[src/rtl/matrix_mac_fsm_if.sv]
// rtl/matrix_mac_fsm_if.sv - button, toggle-bank and result bus of the matrix MAC sequencer
interface matrix_mac_fsm_if #(
  parameter int DIM = 2,
  parameter int EW  = 4,
  parameter int CW  = 2*EW + $clog2(DIM)
);
  logic                    load_btn;
  logic                    start_btn;
  logic                    clear_btn;
  logic [DIM*DIM*EW-1:0]   switches;
  logic [DIM*DIM*EW-1:0]   mat_a;
  logic [DIM*DIM*EW-1:0]   mat_b;
  logic [DIM*DIM*CW-1:0]   mat_c;
  logic                    load_pulse_out;
  logic                    busy;
  logic                    active;
  logic [2:0]              state_o;

  // driver side: buttons and toggle bank
  modport master (
    output load_btn, start_btn, clear_btn, switches,
    input  mat_a, mat_b, mat_c, load_pulse_out, busy, active, state_o
  );

  // sequencer side
  modport slave (
    input  load_btn, start_btn, clear_btn, switches,
    output mat_a, mat_b, mat_c, load_pulse_out, busy, active, state_o
  );
endinterface

[src/rtl/matrix_mac_fsm.sv]
// rtl/matrix_mac_fsm.sv - loads A and B from toggles, computes C = A x B on one sequential MAC
module matrix_mac_fsm #(
  parameter int DIM = 2,
  parameter int EW  = 4,
  parameter int CW  = 2*EW + $clog2(DIM)
) (
  input  logic            clk,
  input  logic            RST,
  matrix_mac_fsm_if.slave bus
);
  localparam int IW = $clog2(DIM);
  localparam logic [IW-1:0] IMAX = IW'(DIM-1);

  typedef enum logic [2:0] {
    S_IDLE   = 3'd0,
    S_LOAD_B = 3'd1,
    S_READY  = 3'd2,
    S_CALC   = 3'd3,
    S_DONE   = 3'd4
  } state_t;

  state_t state_q, state_d;

  // bit0/bit1 form the synchroniser, bit2 is the edge-detect history
  logic [2:0] ld_s, st_s, cl_s;
  logic       ld_p, st_p, cl_p;

  logic [EW-1:0] sw_el [DIM][DIM];
  logic [EW-1:0] a_m   [DIM][DIM];
  logic [EW-1:0] b_m   [DIM][DIM];
  logic [CW-1:0] c_m   [DIM][DIM];
  logic [CW-1:0] acc_q;
  logic [IW-1:0] i_q, j_q, k_q;
  logic [2*EW-1:0] prod;
  logic          last_mac;
  logic          lp_q;

  // synchronise the raw buttons and keep one cycle of history for edge detection
  always_ff @(posedge clk or posedge RST) begin
    if (RST) begin
      ld_s <= '0;
      st_s <= '0;
      cl_s <= '0;
    end else begin
      ld_s <= {ld_s[1:0], bus.load_btn};
      st_s <= {st_s[1:0], bus.start_btn};
      cl_s <= {cl_s[1:0], bus.clear_btn};
    end
  end

  assign ld_p = ld_s[1] & ~ld_s[2];
  assign st_p = st_s[1] & ~st_s[2];
  assign cl_p = cl_s[1] & ~cl_s[2];

  assign prod     = a_m[i_q][k_q] * b_m[k_q][j_q];
  assign last_mac = (i_q == IMAX) && (j_q == IMAX) && (k_q == IMAX);

  // row-major packing: element (0,0) sits in the top field
  for (genvar r = 0; r < DIM; r++) begin : g_row
    for (genvar c = 0; c < DIM; c++) begin : g_col
      localparam int F = DIM*DIM - 1 - (r*DIM + c);
      assign sw_el[r][c]              = bus.switches[F*EW +: EW];
      assign bus.mat_a[F*EW +: EW]    = a_m[r][c];
      assign bus.mat_b[F*EW +: EW]    = b_m[r][c];
      assign bus.mat_c[F*CW +: CW]    = c_m[r][c];
    end
  end

  assign bus.load_pulse_out = lp_q;

  // state register
  always_ff @(posedge clk or posedge RST) begin
    if (RST) state_q <= S_IDLE;
    else     state_q <= state_d;
  end

  // next state: clear beats load beats start; ignored events simply leave the state alone
  always_comb begin
    state_d = state_q;
    if (cl_p) begin
      state_d = S_IDLE;
    end else begin
      case (state_q)
        S_IDLE:   if (ld_p) state_d = S_LOAD_B;
        S_LOAD_B: if (ld_p) state_d = S_READY;
        S_READY:  if (st_p) state_d = S_CALC;
        S_CALC:   if (last_mac) state_d = S_DONE;
        S_DONE: begin
          if (ld_p)      state_d = S_LOAD_B;
          else if (st_p) state_d = S_CALC;
        end
        default:  state_d = S_IDLE;
      endcase
    end
  end

  // status outputs decoded straight from the state register
  always_comb begin
    bus.busy    = (state_q == S_CALC);
    bus.active  = (state_q == S_DONE);
    bus.state_o = state_q;
  end

  // matrix capture and the MAC walk over i, j, k (k innermost)
  always_ff @(posedge clk or posedge RST) begin
    if (RST) begin
      a_m   <= '{default: '0};
      b_m   <= '{default: '0};
      c_m   <= '{default: '0};
      acc_q <= '0;
      i_q   <= '0;
      j_q   <= '0;
      k_q   <= '0;
      lp_q  <= 1'b0;
    end else begin
      lp_q <= 1'b0;
      if (cl_p) begin
        a_m   <= '{default: '0};
        b_m   <= '{default: '0};
        c_m   <= '{default: '0};
        acc_q <= '0;
        i_q   <= '0;
        j_q   <= '0;
        k_q   <= '0;
      end else begin
        case (state_q)
          S_IDLE: if (ld_p) begin
            a_m  <= sw_el;
            lp_q <= 1'b1;
          end
          S_LOAD_B: if (ld_p) begin
            b_m  <= sw_el;
            lp_q <= 1'b1;
          end
          S_CALC: begin
            if (k_q == IMAX) begin
              c_m[i_q][j_q] <= acc_q + CW'(prod);
              acc_q <= '0;
              k_q   <= '0;
              if (j_q == IMAX) begin
                j_q <= '0;
                i_q <= i_q + 1'b1;
              end else begin
                j_q <= j_q + 1'b1;
              end
            end else begin
              acc_q <= acc_q + CW'(prod);
              k_q   <= k_q + 1'b1;
            end
          end
          S_READY, S_DONE: begin
            if (state_q == S_DONE && ld_p) begin
              a_m  <= sw_el;
              lp_q <= 1'b1;
            end else if (st_p) begin
              c_m   <= '{default: '0};
              acc_q <= '0;
              i_q   <= '0;
              j_q   <= '0;
              k_q   <= '0;
            end
          end
          default: ;
        endcase
      end
    end
  end
endmodule

[src/flat_wrapper.sv]
// flat-port wrapper written by rule: the top's interface ports become plain ports
module matrix_mac_fsm_flat 
#(
  parameter int DIM = 2,
  parameter int EW  = 4,
  parameter int CW  = 2*EW + $clog2(DIM)
)
  (clk, RST, bus_load_btn, bus_start_btn, bus_clear_btn, bus_switches, bus_mat_a, bus_mat_b, bus_mat_c, bus_load_pulse_out, bus_busy, bus_active, bus_state_o);
  matrix_mac_fsm_if #(.DIM(DIM), .EW(EW), .CW(CW)) bus_i ();
  input  logic clk;
  input  logic RST;
  input wire logic [$bits(bus_i.load_btn)-1:0] bus_load_btn;
  input wire logic [$bits(bus_i.start_btn)-1:0] bus_start_btn;
  input wire logic [$bits(bus_i.clear_btn)-1:0] bus_clear_btn;
  input wire logic [$bits(bus_i.switches)-1:0] bus_switches;
  output wire logic [$bits(bus_i.mat_a)-1:0] bus_mat_a;
  output wire logic [$bits(bus_i.mat_b)-1:0] bus_mat_b;
  output wire logic [$bits(bus_i.mat_c)-1:0] bus_mat_c;
  output wire logic [$bits(bus_i.load_pulse_out)-1:0] bus_load_pulse_out;
  output wire logic [$bits(bus_i.busy)-1:0] bus_busy;
  output wire logic [$bits(bus_i.active)-1:0] bus_active;
  output wire logic [$bits(bus_i.state_o)-1:0] bus_state_o;
  assign bus_i.load_btn = bus_load_btn;
  assign bus_i.start_btn = bus_start_btn;
  assign bus_i.clear_btn = bus_clear_btn;
  assign bus_i.switches = bus_switches;
  assign bus_mat_a = bus_i.mat_a;
  assign bus_mat_b = bus_i.mat_b;
  assign bus_mat_c = bus_i.mat_c;
  assign bus_load_pulse_out = bus_i.load_pulse_out;
  assign bus_busy = bus_i.busy;
  assign bus_active = bus_i.active;
  assign bus_state_o = bus_i.state_o;
  matrix_mac_fsm #(.DIM(DIM), .EW(EW), .CW(CW)) u_core (.clk(clk), .RST(RST), .bus(bus_i));
endmodule
[config.mk]
export PLATFORM = sky130hd
export DESIGN_NAME = matrix_mac_fsm_flat
export DESIGN_NICKNAME = d
export VERILOG_FILES = /design/src/rtl/matrix_mac_fsm_if.sv /design/src/rtl/matrix_mac_fsm.sv /design/src/flat_wrapper.sv
export SDC_FILE = /design/constraint.sdc
export NUM_CORES = 1
export LEC_CHECK = 0
export BUFFER_PORTS_ARGS = -buffer_cell sky130_fd_sc_hd__buf_2
export CAP_MARGIN = 20
export CORE_ASPECT_RATIO = 0.75
export CORE_MARGIN = 2
export CORE_UTILIZATION = 35
export DETAILED_ROUTE_END_ITERATION = 10
export SLEW_MARGIN = 15
export SYNTH_ARGS = -nofsm -noshare
export SYNTH_HDL_FRONTEND = slang
export SYNTH_SLANG_ARGS = --single-unit
export TNS_END_PERCENT = 50
[constraint.sdc]
create_clock -name clk -period 4.2 [get_ports clk]
set_clock_uncertainty 0.15 [all_clocks]
set_input_delay 0 -clock clk [delete_from_list [all_inputs] [get_ports clk]]
set_output_delay 0 -clock clk [all_outputs]
set_load 0.005 [all_outputs]
==> results of run 1 <==
[where the power goes]
group	switching (uW)	leakage [uW]	total [uW]	internal, uW
registers	215	0.00122	1330	1120
clock network	373	0.000156	862	490
logic	941	0.00162	1830	887
total	1530	0.00300	4020	2490
[how the worst max path moves through the flow]
stage | endpoint | slack, ns | cells past startpoint
3_5_place_dp | u_core.bus.mat_c[8]$_DFFE_PP0P_ | -0.19 | 13
4_1_cts | u_core.bus.mat_c[8]$_DFFE_PP0P_ | -0.009 | 15
3_3_place_gp | u_core.bus.mat_c[8]$_DFFE_PP0P_ | -0.04 | 13
2_1_floorplan | u_core.bus.mat_c[17]$_DFFE_PP0P_ | 0.02 | 14
5_1_grt | u_core.bus.mat_c[26]$_DFFE_PP0P_ | -0.09 | 14
6_report | u_core.bus.mat_c[8]$_DFFE_PP0P_ | 0.09 | 15
[through the flow]
stage	util, %	total power (uW)	TNS [ns]	hold slack (ns)
global placement	41.6	2850	-0.148	-0.0399
detailed placement	41.7	2910	-2.09	-0.0795
finish	47.7	4020	0	0.0804
CTS	46.5	3880	-0.0130	0.0903
floorplan	-	2240	0	-0.119
global route	47.7	4330	-0.622	0.132
[per-layer routing]
layer  vias up  global-route usage [%]
met3        16                    3.80
met2        99                    25.0
met4         0                    4.34
met1      1885                    26.3
li1       1815                       -
met5         -                       0
[kinds of logic (layout without fill, tap and decap cells)]
kind of cell | count (synthesis) | count (layout) | synth area share (%)
buf+inv | 50 | 187 | 4.38
mux | 9 | 9 | 4.09
simple gates | 158 | 158 | 15.3
fa+ha+maj | 26 | 26 | 8.44
compound gates | 112 | 112 | 16.2
xor+xnor | 6 | 6 | 1.53
flops | 93 | 93 | 50.0
[state kept, by name, summed over array words and instances (netlist names)]
register and flops:
u_core.acc_q 9, u_core.j_q 1, u_core.bus.load_pulse_out 1, u_core.bus.mat_b 16, u_core.ld_s 3, u_core.bus.state_o 3
u_core.i_q 1, u_core.k_q 1, u_core.st_s 3, u_core.bus.mat_c 36, u_core.cl_s 3, u_core.bus.mat_a 16
[final cells by class]
type | instances | area (sq um) | area share, %
Clock inverter | 6 | 76.3 | 1.23
Timing Repair Buffer | 138 | 863 | 14.0
Sequential cell | 93 | 2330 | 37.7
Clock buffer | 10 | 239 | 3.87
Tap cell | 171 | 214 | 3.46
Multi-Input combinational cell | 311 | 2330 | 37.7
Inverter | 33 | 125 | 2.02
[repair_timing]
item / in CTS / in global routing
pin swaps: 7 / 14
hold buffers: 20 / 0
endpoints found under the hold margin: 98 / 0
buffers inserted: 5 / 2
setup endpoints to repair: 25 / 25
gates resized for setup: 14 / 20
[layout by cell type, fill, tap and decap left out, types with 2 or more instances in the layout]
cell / count
nand2_2: 2
a21oi_4: 2
xnor2_2: 2
a22o_1: 21
ha_1: 11
o21ai_1: 33
mux4_2: 8
a21o_1: 2
buf_4: 23
inv_1: 30
dfrtp_1: 90
dlygate4sd3_1: 20
o31ai_1: 3
nor2_1: 20
a21oi_2: 3
nand3_1: 7
buf_2: 94
nor2b_1: 10
nand2_1: 90
ha_4: 6
a31oi_1: 2
inv_6: 3
a21oi_1: 4
dfrtp_2: 3
xnor2_4: 2
o21ai_0: 26
fa_1: 8
and2_1: 10
nor3_1: 4
and2_4: 2
inv_2: 2
nand2b_1: 6
clkbuf_16: 9
o21ai_4: 4
[worst max-delay path: stages, from the launching register on]
cell      delay (ns)
dfrtp_2         0.43
mux4_2          0.60
and2_4          0.20
fa_1            0.42
ha_1            0.29
inv_1           0.05
fa_1            0.54
inv_1           0.07
ha_4            0.29
inv_1           0.07
o22ai_4         0.23
buf_4           0.15
a311oi_2        0.08
buf_4           0.17
xnor2_4         0.16
o21ai_1         0.09
==> flow_metrics.env, run 1 <==
export IMPL_clk_latency_ns=0.35
export IMPL_ys_top_cells_by_count="93 x dfrtp_1, 92 x nand2_1, 33 x inv_1"
export IMPL_ys_ff_latch=93
export IMPL_cts_tree="done"
export IMPL_synth_cell_types=42
export IMPL_seq_area_frac_synth_pct=50.0
export IMPL_critPathLaunch="u_core.j_q$_DFFE_PP0P_"
export IMPL_yosys_warnings=0
export IMPL_drtIter0Drc=234
export IMPL_path_clk_slew_ns=0.07
export IMPL_io_buffers=94
export IMPL_dr_pass1_iters=4
export IMPL_netlist_area_sq_um=4650
export IMPL_startpoint_type="register"
export IMPL_postPlaceCellArea_sq_um=5420
export IMPL_htree_levels=3
export IMPL_min_path_type="primary input to asynchronous set/reset pin"
export IMPL_slew_viol_final=0
export IMPL_p_leak_uw=0.00300
export IMPL_grt_usage_pct=17.3
export IMPL_wl_met3_um=518
export IMPL_critPathCaptureType="register"
export IMPL_syn_num_nets=501
export IMPL_synthFlopType="dfrtp_1"
export IMPL_grt_pass1_vias=3751
export IMPL_numCtsBuffers=9
export IMPL_max_freq_mhz=243
export IMPL_die_y_um=104
export IMPL_async_flop_share_pct=100
export IMPL_start_util_pct=35.9
export IMPL_r2r_setup_slack_ns=0.09
export IMPL_placementRows=36
export IMPL_core_area_sq_um=13000
export IMPL_post_place_ws_ns=-0.188
export IMPL_routed_wl_mm=11.9
export IMPL_place_hpwl_mm=8.85
export IMPL_worstMarginPinSlew_ns=0.961
export IMPL_yosysTopAreaCell="dfrtp_1"
export IMPL_drtAntennaViolNets=0
export IMPL_place_gp_congestion=0.804
export IMPL_r2r_start="u_core.j_q$_DFFE_PP0P_"
export IMPL_area_growth_pct=32.9
export IMPL_dp_cells=719
export IMPL_diodes=0
export IMPL_drc=0
export IMPL_antenna_found_initial=0
export IMPL_yosys_top_cells_area="dfrtp_1 50%, nand2_1 7.4%, ha_1 4.6%, a22o_1 4.0%, fa_1 3.9%"
export IMPL_ir_drop_mv=0.273
export IMPL_num_vias=3815
export IMPL_grt_max_degree=34
export IMPL_drive_gt1_share_pct=31.0
export IMPL_pwr_density_cell_nw_per_um2=651
export IMPL_fin_ws_ns=0.0925
export IMPL_nets=633
export IMPL_synth_top_cell_area_share_pct=50.0
export IMPL_finalCriticalPeriod_ns=4.11
export IMPL_top_layer_used="met4"
export IMPL_fin_crit_sh_pct=97.8
export IMPL_status="finished clean"
export IMPL_avgSynthCellArea_sq_um=10.2
export IMPL_clockBufferDepth=2
export IMPL_drv_cap=0
export IMPL_grt_pass1_wl_mm=19.4
export IMPL_root_buffer="clkbuf_16"
export IMPL_via_per_inst=5.01
export IMPL_grt_overflow_total=0
export IMPL_finalHoldViolCount=0
export IMPL_fin_area_sq_um=6180
export IMPL_num_fill_cells=1221
export IMPL_drt_met1_wl_mm=5.90
export IMPL_arrival_ns=4.19
export IMPL_syn_instance_count=454
export IMPL_ios=95
export IMPL_cts_sinks=93
export IMPL_dr_wl_met2_mm=5.29
export IMPL_crit_type="register to register"
export IMPL_wl_per_cell_um=15.6
export IMPL_crit_fanout=4
export IMPL_rsz0062_at_grt="yes"
export IMPL_setup_violations=0
export IMPL_cp_required_ns=4.28
export IMPL_ff2ff_path_depth=15
export IMPL_r2r_end="u_core.bus.mat_c[8]$_DFFE_PP0P_"
export IMPL_synth_edf_count=0
export IMPL_dieArea_sq_um=14200
export IMPL_final_instance_count_excl_fill=762
export IMPL_yosysMostFrequentCell="dfrtp_1"
export IMPL_die_w_um=137
export IMPL_slew_headroom_pct=35.8
(Power assumes the default switching activity.)
==> inputs of run 2 (changes only) <==
--- a/config.mk
+++ b/config.mk
@@ -9,5 +9,5 @@
 export CAP_MARGIN = 20
 export CORE_ASPECT_RATIO = 0.75
-export CORE_MARGIN = 2
+export CORE_MARGIN = 4
 export CORE_UTILIZATION = 35
 export DETAILED_ROUTE_END_ITERATION = 10
==> constraint.sdc (replaced) <==
create_clock -name clk -period 4.2 [get_ports clk]
set_clock_uncertainty 0.15 [all_clocks]
set_input_delay 0 -clock clk [delete_from_list [all_inputs] [get_ports clk]]
set_output_delay 0 -clock clk [all_outputs]
set_load 0.1 [all_outputs]
==> run 2 against run 1 <==
Maximum frequency decreased by 1.0%. First-iteration DRC count down 3.4%. Sequential share of layout area up 0.84 points. The flow now finishes with violations (hold timing). Die area is 6.9% higher. Wire length increased by 0.62%. Critical path depth is the same. Count of clock-buffer cells in the layout stayed put. Largest cell class is now sequential cells.
==> flow_metrics.env, run 2 (synthesis results as in run 1) <==
export IMPL_area_growth_pct=31.9
export IMPL_largest_reg_flops=36
export IMPL_clockBufferDepth=2
export IMPL_startpoint_type="register"
export IMPL_root_buffer="clkbuf_16"
export IMPL_slowest_stage="mux4_2"
export IMPL_diodes=0
export IMPL_drv_cap=0
export IMPL_drive_gt1_share_pct=35.5
export IMPL_via_per_inst=5.00
export IMPL_crit_type="register to register"
export IMPL_rsz0062_at_grt="yes"
export IMPL_clk_latency_ns=0.34
export IMPL_cts_sinks=93
export IMPL_drtAntennaViolNets=0
export IMPL_crit_family="adder cells"
export IMPL_path_clk_slew_ns=0.07
export IMPL_setup_violations=0
export IMPL_worstMarginPinSlew_ns=1.20
export IMPL_final_cell_mix="94 x buf_2, 89 x nand2_1, 62 x dfrtp_1, 33 x o21ai_1, 31 x dfrtp_2"
export IMPL_ios=95
export IMPL_grt_max_degree=60
export IMPL_arrival_ns=4.23
export IMPL_hold_ws_ns=-0.0230
export IMPL_place_gp_congestion=0.857
export IMPL_numCtsBuffers=9
export IMPL_num_vias=3768
export IMPL_start_util_pct=35.7
export IMPL_r2r_end="u_core.acc_q[8]$_DFFE_PP0P_"
export IMPL_cp_depth=15
export IMPL_grt_overflow_total=0
export IMPL_dieArea_sq_um=15200
export IMPL_status="finished, violations left"
export IMPL_drtIter0Drc=226
export IMPL_wl_per_cell_um=15.8
export IMPL_fin_crit_sh_pct=98.8
export IMPL_wl_met3_um=510
export IMPL_dr_wl_met2_mm=5.40
export IMPL_min_path_type="primary input to asynchronous set/reset pin"
export IMPL_dr_pass1_iters=4
export IMPL_die_w_um=141
export IMPL_htree_levels=3
export IMPL_r2r_setup_slack_ns=0.05
export IMPL_finalHoldViolCount=14
export IMPL_r2r_start="u_core.i_q$_DFFE_PP0P_"
export IMPL_critPathCaptureType="register"
export IMPL_ff2ff_path_depth=15
export IMPL_io_buffers=94
export IMPL_slew_headroom_pct=19.1
export IMPL_finalCriticalPeriod_ns=4.15
export IMPL_path_cells="mux4_2 > and2_4 > fa_2 > ha_1 > inv_1 > fa_1 > inv_2 > ha_4 > a21oi_4 > o22ai_4 > buf_6 > a311oi_4 > buf_4 > nand2b_4 > a21oi_2"
export IMPL_failed_checks="hold timing"
export IMPL_grt_usage_pct=16.3
export IMPL_cts_tree="done"
export IMPL_grt_pass1_vias=3744
export IMPL_cp_required_ns=4.28
export IMPL_place_hpwl_mm=8.88
export IMPL_drc=0
export IMPL_drt_met1_wl_mm=5.91
export IMPL_routed_wl_mm=11.9
export IMPL_max_freq_mhz=241
export IMPL_die_y_um=108
export IMPL_crit_fanout=5
export IMPL_placementRows=36
export IMPL_final_common_cell="buf_2"
export IMPL_top_layer_used="met4"
export IMPL_core_area_sq_um=13000
export IMPL_grt_pass1_wl_mm=19.9
export IMPL_nets=625
export IMPL_antenna_found_initial=0
export IMPL_crit_buf_inv=4
export IMPL_slew_viol_final=0
export IMPL_cpPeakStageDelay_ns=0.57
[run 2: area by class of cell]
| class | instances | area [sq um] |
|---|---|---|
| Fill cell | 1171 | 6880 |
| Clock buffer | 10 | 239 |
| Tap cell | 171 | 214 |
| Inverter | 33 | 125 |
| Clock inverter | 6 | 71.3 |
| Multi-Input combinational cell | 311 | 2320 |
| Sequential cell | 93 | 2370 |
| Timing Repair Buffer | 130 | 807 |
[run 2: layer usage]
layer | up-vias | GRT usage (%)
li1 | 1798 | -
met1 | 1868 | 24.4
met2 | 91 | 24.6
met3 | 11 | 3.24
met4 | 0 | 3.32
met5 | - | 0
[run 2: worst max path at each step]
| stage | from | endpoint | slack, ns |
|---|---|---|---|
| 2_1_floorplan | u_core.bus.mat_a[1]$_DFFE_PP0P_ | u_core.bus.mat_c[17]$_DFFE_PP0P_ | -0.01 |
| 4_1_cts | u_core.i_q$_DFFE_PP0P_ | u_core.acc_q[8]$_DFFE_PP0P_ | 0.001 |
| 3_5_place_dp | u_core.i_q$_DFFE_PP0P_ | u_core.bus.mat_c[17]$_DFFE_PP0P_ | -0.17 |
| 6_report | u_core.i_q$_DFFE_PP0P_ | u_core.acc_q[8]$_DFFE_PP0P_ | 0.05 |
| 5_1_grt | u_core.i_q$_DFFE_PP0P_ | u_core.acc_q[8]$_DFFE_PP0P_ | -0.07 |
| 3_3_place_gp | u_core.i_q$_DFFE_PP0P_ | u_core.bus.mat_c[17]$_DFFE_PP0P_ | 0.01 |
[run 2: worst reg2reg max path: cells and delay by family, from the launching register on]
kind                     cells  cell delay, ns
adder cells (fa/ha/maj)      4            1.52
AO/OA/AOI/OAI                4            0.67
multiplexers                 1            0.57
flip-flops                   1            0.44
buffers and inverters        4            0.41
AND/OR/NAND/NOR              2            0.28
[run 2: metrics by stage]
step	std cells	utilization [%]	TNS (ns)	cell area, sq um	setup slack (ns)
5_1_grt	754	47.2	-0.0755	6140	-0.0663
3_5_place_dp	713	41.7	-0.916	5430	-0.169
3_3_place_gp	713	41.7	0	5430	0.0128
4_1_cts	752	46.3	0	6030	0.00102
2_1_floorplan	454	-	-0.0254	4730	-0.0127
6_report	754	47.2	0	6140	0.0504
[run 2: what timing repair did]
item | CTS | global route
setup buffers | 3 | 1
hold endpoints to repair | 93 | 0
gates resized for setup | 13 | 21
cloned | 0 | 0
hold buffers | 20 | 0
setup endpoints to repair | 20 | 20
pin swaps | 8 | 15
Power of run 2 is not shown: default switching activity piles up to over one toggle a cycle in this logic, so the estimate is an artifact.
==> inputs of run 3 (changes only) <==
- CORE_UTILIZATION: 35 -> 50
- PLACE_DENSITY: not set -> 0.77
==> run 3 against run 2 <==
The run now ends clean. Critical path depth fell by 1. First-iteration DRC count increased by 30%. Wire length decreased by 0.31%. Via count rose by 2.4%.
==> flow_metrics.env, run 3 (synthesis results as in run 1) <==
export IMPL_drc=0
export IMPL_min_path_type="primary input to register"
export IMPL_multi_input_area_sq_um=2290
export IMPL_cp_required_ns=4.28
export IMPL_clk_latency_ns=0.35
export IMPL_finalHoldViolCount=0
export IMPL_core_area_sq_um=9050
export IMPL_slowest_stage="mux4_2"
export IMPL_finalCriticalPeriod_ns=4.06
export IMPL_cpPeakStageDelay_ns=0.57
export IMPL_num_vias=3859
export IMPL_die_w_um=119
export IMPL_status="finished clean"
export IMPL_startpoint_type="register"
export IMPL_drive_gt1_share_pct=34.1
export IMPL_setup_violations=0
export IMPL_place_gp_congestion=0.862
export IMPL_grt_usage_pct=23.1
export IMPL_post_cts_buffers=0
export IMPL_crit_type="register to register"
export IMPL_arrival_ns=4.14
export IMPL_critPathCaptureType="register"
export IMPL_postLayoutCoreUtil_pct=67.0
export IMPL_fin_area_sq_um=6060
export IMPL_crit_fanout=4
export IMPL_routed_wl_mm=11.9
export IMPL_diodes=0
export IMPL_rsz0062_at_grt="yes"
export IMPL_dr_pass1_iters=6
export IMPL_postPlaceCellArea_sq_um=5400
export IMPL_slew_headroom_pct=31.3
export IMPL_wl_per_cell_um=16.7
export IMPL_start_util_pct=51.4
export IMPL_path_cells="mux4_2 > and2_4 > fa_1 > ha_1 > inv_1 > fa_1 > inv_2 > ha_4 > a21oi_4 > o22ai_4 > buf_6 > a311oi_4 > xnor2_2 > o21ai_1"
export IMPL_placementRows=30
export IMPL_ios=95
export IMPL_fin_ws_ns=0.136
export IMPL_grt_overflow_total=0
export IMPL_drtAntennaViolNets=0
export IMPL_slew_viol_final=0
export IMPL_via_per_inst=5.43
export IMPL_path_clk_slew_ns=0.07
export IMPL_num_fill_cells=680
export IMPL_numCtsBuffers=9
export IMPL_cts_sinks=93
export IMPL_max_freq_mhz=246
export IMPL_post_place_ws_ns=-0.106
export IMPL_final_cell_mix="94 x buf_2, 89 x nand2_1, 62 x dfrtp_1, 31 x o21ai_1, 31 x dfrtp_2"
export IMPL_drv_cap=0
export IMPL_drtIter0Drc=294
export IMPL_area_growth_pct=30.2
export IMPL_nets=625
export IMPL_grt_pass1_vias=3946
export IMPL_htree_levels=3
export IMPL_fin_crit_sh_pct=96.8
export IMPL_largest_reg_flops=36
export IMPL_antenna_found_initial=0
export IMPL_final_common_cell="buf_2"
export IMPL_root_buffer="clkbuf_16"
export IMPL_place_hpwl_mm=8.75
export IMPL_clockBufferDepth=2
export IMPL_worstMarginPinSlew_ns=1.03
export IMPL_r2r_setup_slack_ns=0.14
export IMPL_grt_max_degree=59
export IMPL_cts_tree="done"
export IMPL_die_y_um=91.5
export IMPL_register_area_sq_um=2370
export IMPL_dieArea_sq_um=10900
export IMPL_io_buffers=94
export IMPL_crit_path_frequent_cell="fa_1"
export IMPL_grt_pass1_wl_mm=20.2
==> run 3: changes by cell type in the layout (fill, tap and decap cells not counted), sizes merged <==
cell / previous run / this run
buf: 110 / 109
clkinvlp: 2 / 3
dlygate4sd3: 20 / 21
inv: 33 / 35
clkbuf: 10 / 9
clkinv: 3 / 1
==> run 3: per-stage QoR <==
| step | instances | hold WS, ns | setup TNS [ns] |
|---|---|---|---|
| 4_1_cts | 709 | 0.134 | 0 |
| 6_report | 711 | 0.140 | 0 |
| 2_1_floorplan | 454 | -0.119 | -0.0254 |
| 3_3_place_gp | 673 | -0.0414 | 0 |
| 3_5_place_dp | 673 | -0.0395 | -0.532 |
| 5_1_grt | 711 | 0.153 | -0.0208 |
==> run 3: per-layer routing <==
layer  part of all wire, %  up-vias  GRT usage [%]
met3                   5.4       21           5.35
met2                    47      131           35.9
met1                    46     1900           32.7
met4                   1.7        0           6.48
met5                     0        -              0
li1                      -     1807              -
==> run 3: path summary, 6_finish.rpt <==
| path | startpoint | to | cells after the start |
|---|---|---|---|
| max in group asynchronous | RST | u_core.bus.mat_b[1]$_DFFE_PP0P_ | 6 |
| worst max-delay path | u_core.j_q$_DFFE_PP0P_ | u_core.bus.mat_c[17]$_DFFE_PP0P_ | 14 |
| min in group asynchronous | RST | u_core.st_s[0]$_DFF_PP0_ | 4 |
| worst max register to register | u_core.j_q$_DFFE_PP0P_ | u_core.bus.mat_c[17]$_DFFE_PP0P_ | 14 |
| worst min-delay path | bus_load_btn | u_core.ld_s[0]$_DFF_PP0_ | 2 |
| worst min register to register | u_core.st_s[0]$_DFF_PP0_ | u_core.st_s[1]$_DFF_PP0_ | 0 |
==> run 3: worst max-delay path, delay by kind of cell (launching register included) <==
family	cells	cell delay, ns
adder cells (fa/ha/maj)	4	1.47
AO/OA/AOI/OAI	4	0.73
multiplexers	1	0.57
flip-flops	1	0.42
buffers and inverters	3	0.22
AND/OR/NAND/NOR	1	0.19
XOR/XNOR	1	0.19
==> run 3: what timing repair did <==
| action | in CTS | in global routing |
|---|---|---|
| hold endpoints to repair | 92 | 9 |
| pin swaps | 0 | 18 |
| endpoints found under the setup margin | 9 | 19 |
| gates resized for setup | 6 | 19 |
| hold buffers | 20 | 1 |
==> run 3: area by class of cell <==
class / count / area share [%]
sequential: 93 / 39.1
multi-input combinational: 311 / 37.8
timing repair buffer: 130 / 13.4
clock buffer: 9 / 3.72
tap: 128 / 2.64
inverter: 33 / 2.07
clock inverter: 7 / 1.34
Power of run 3 is left out for the same reason.
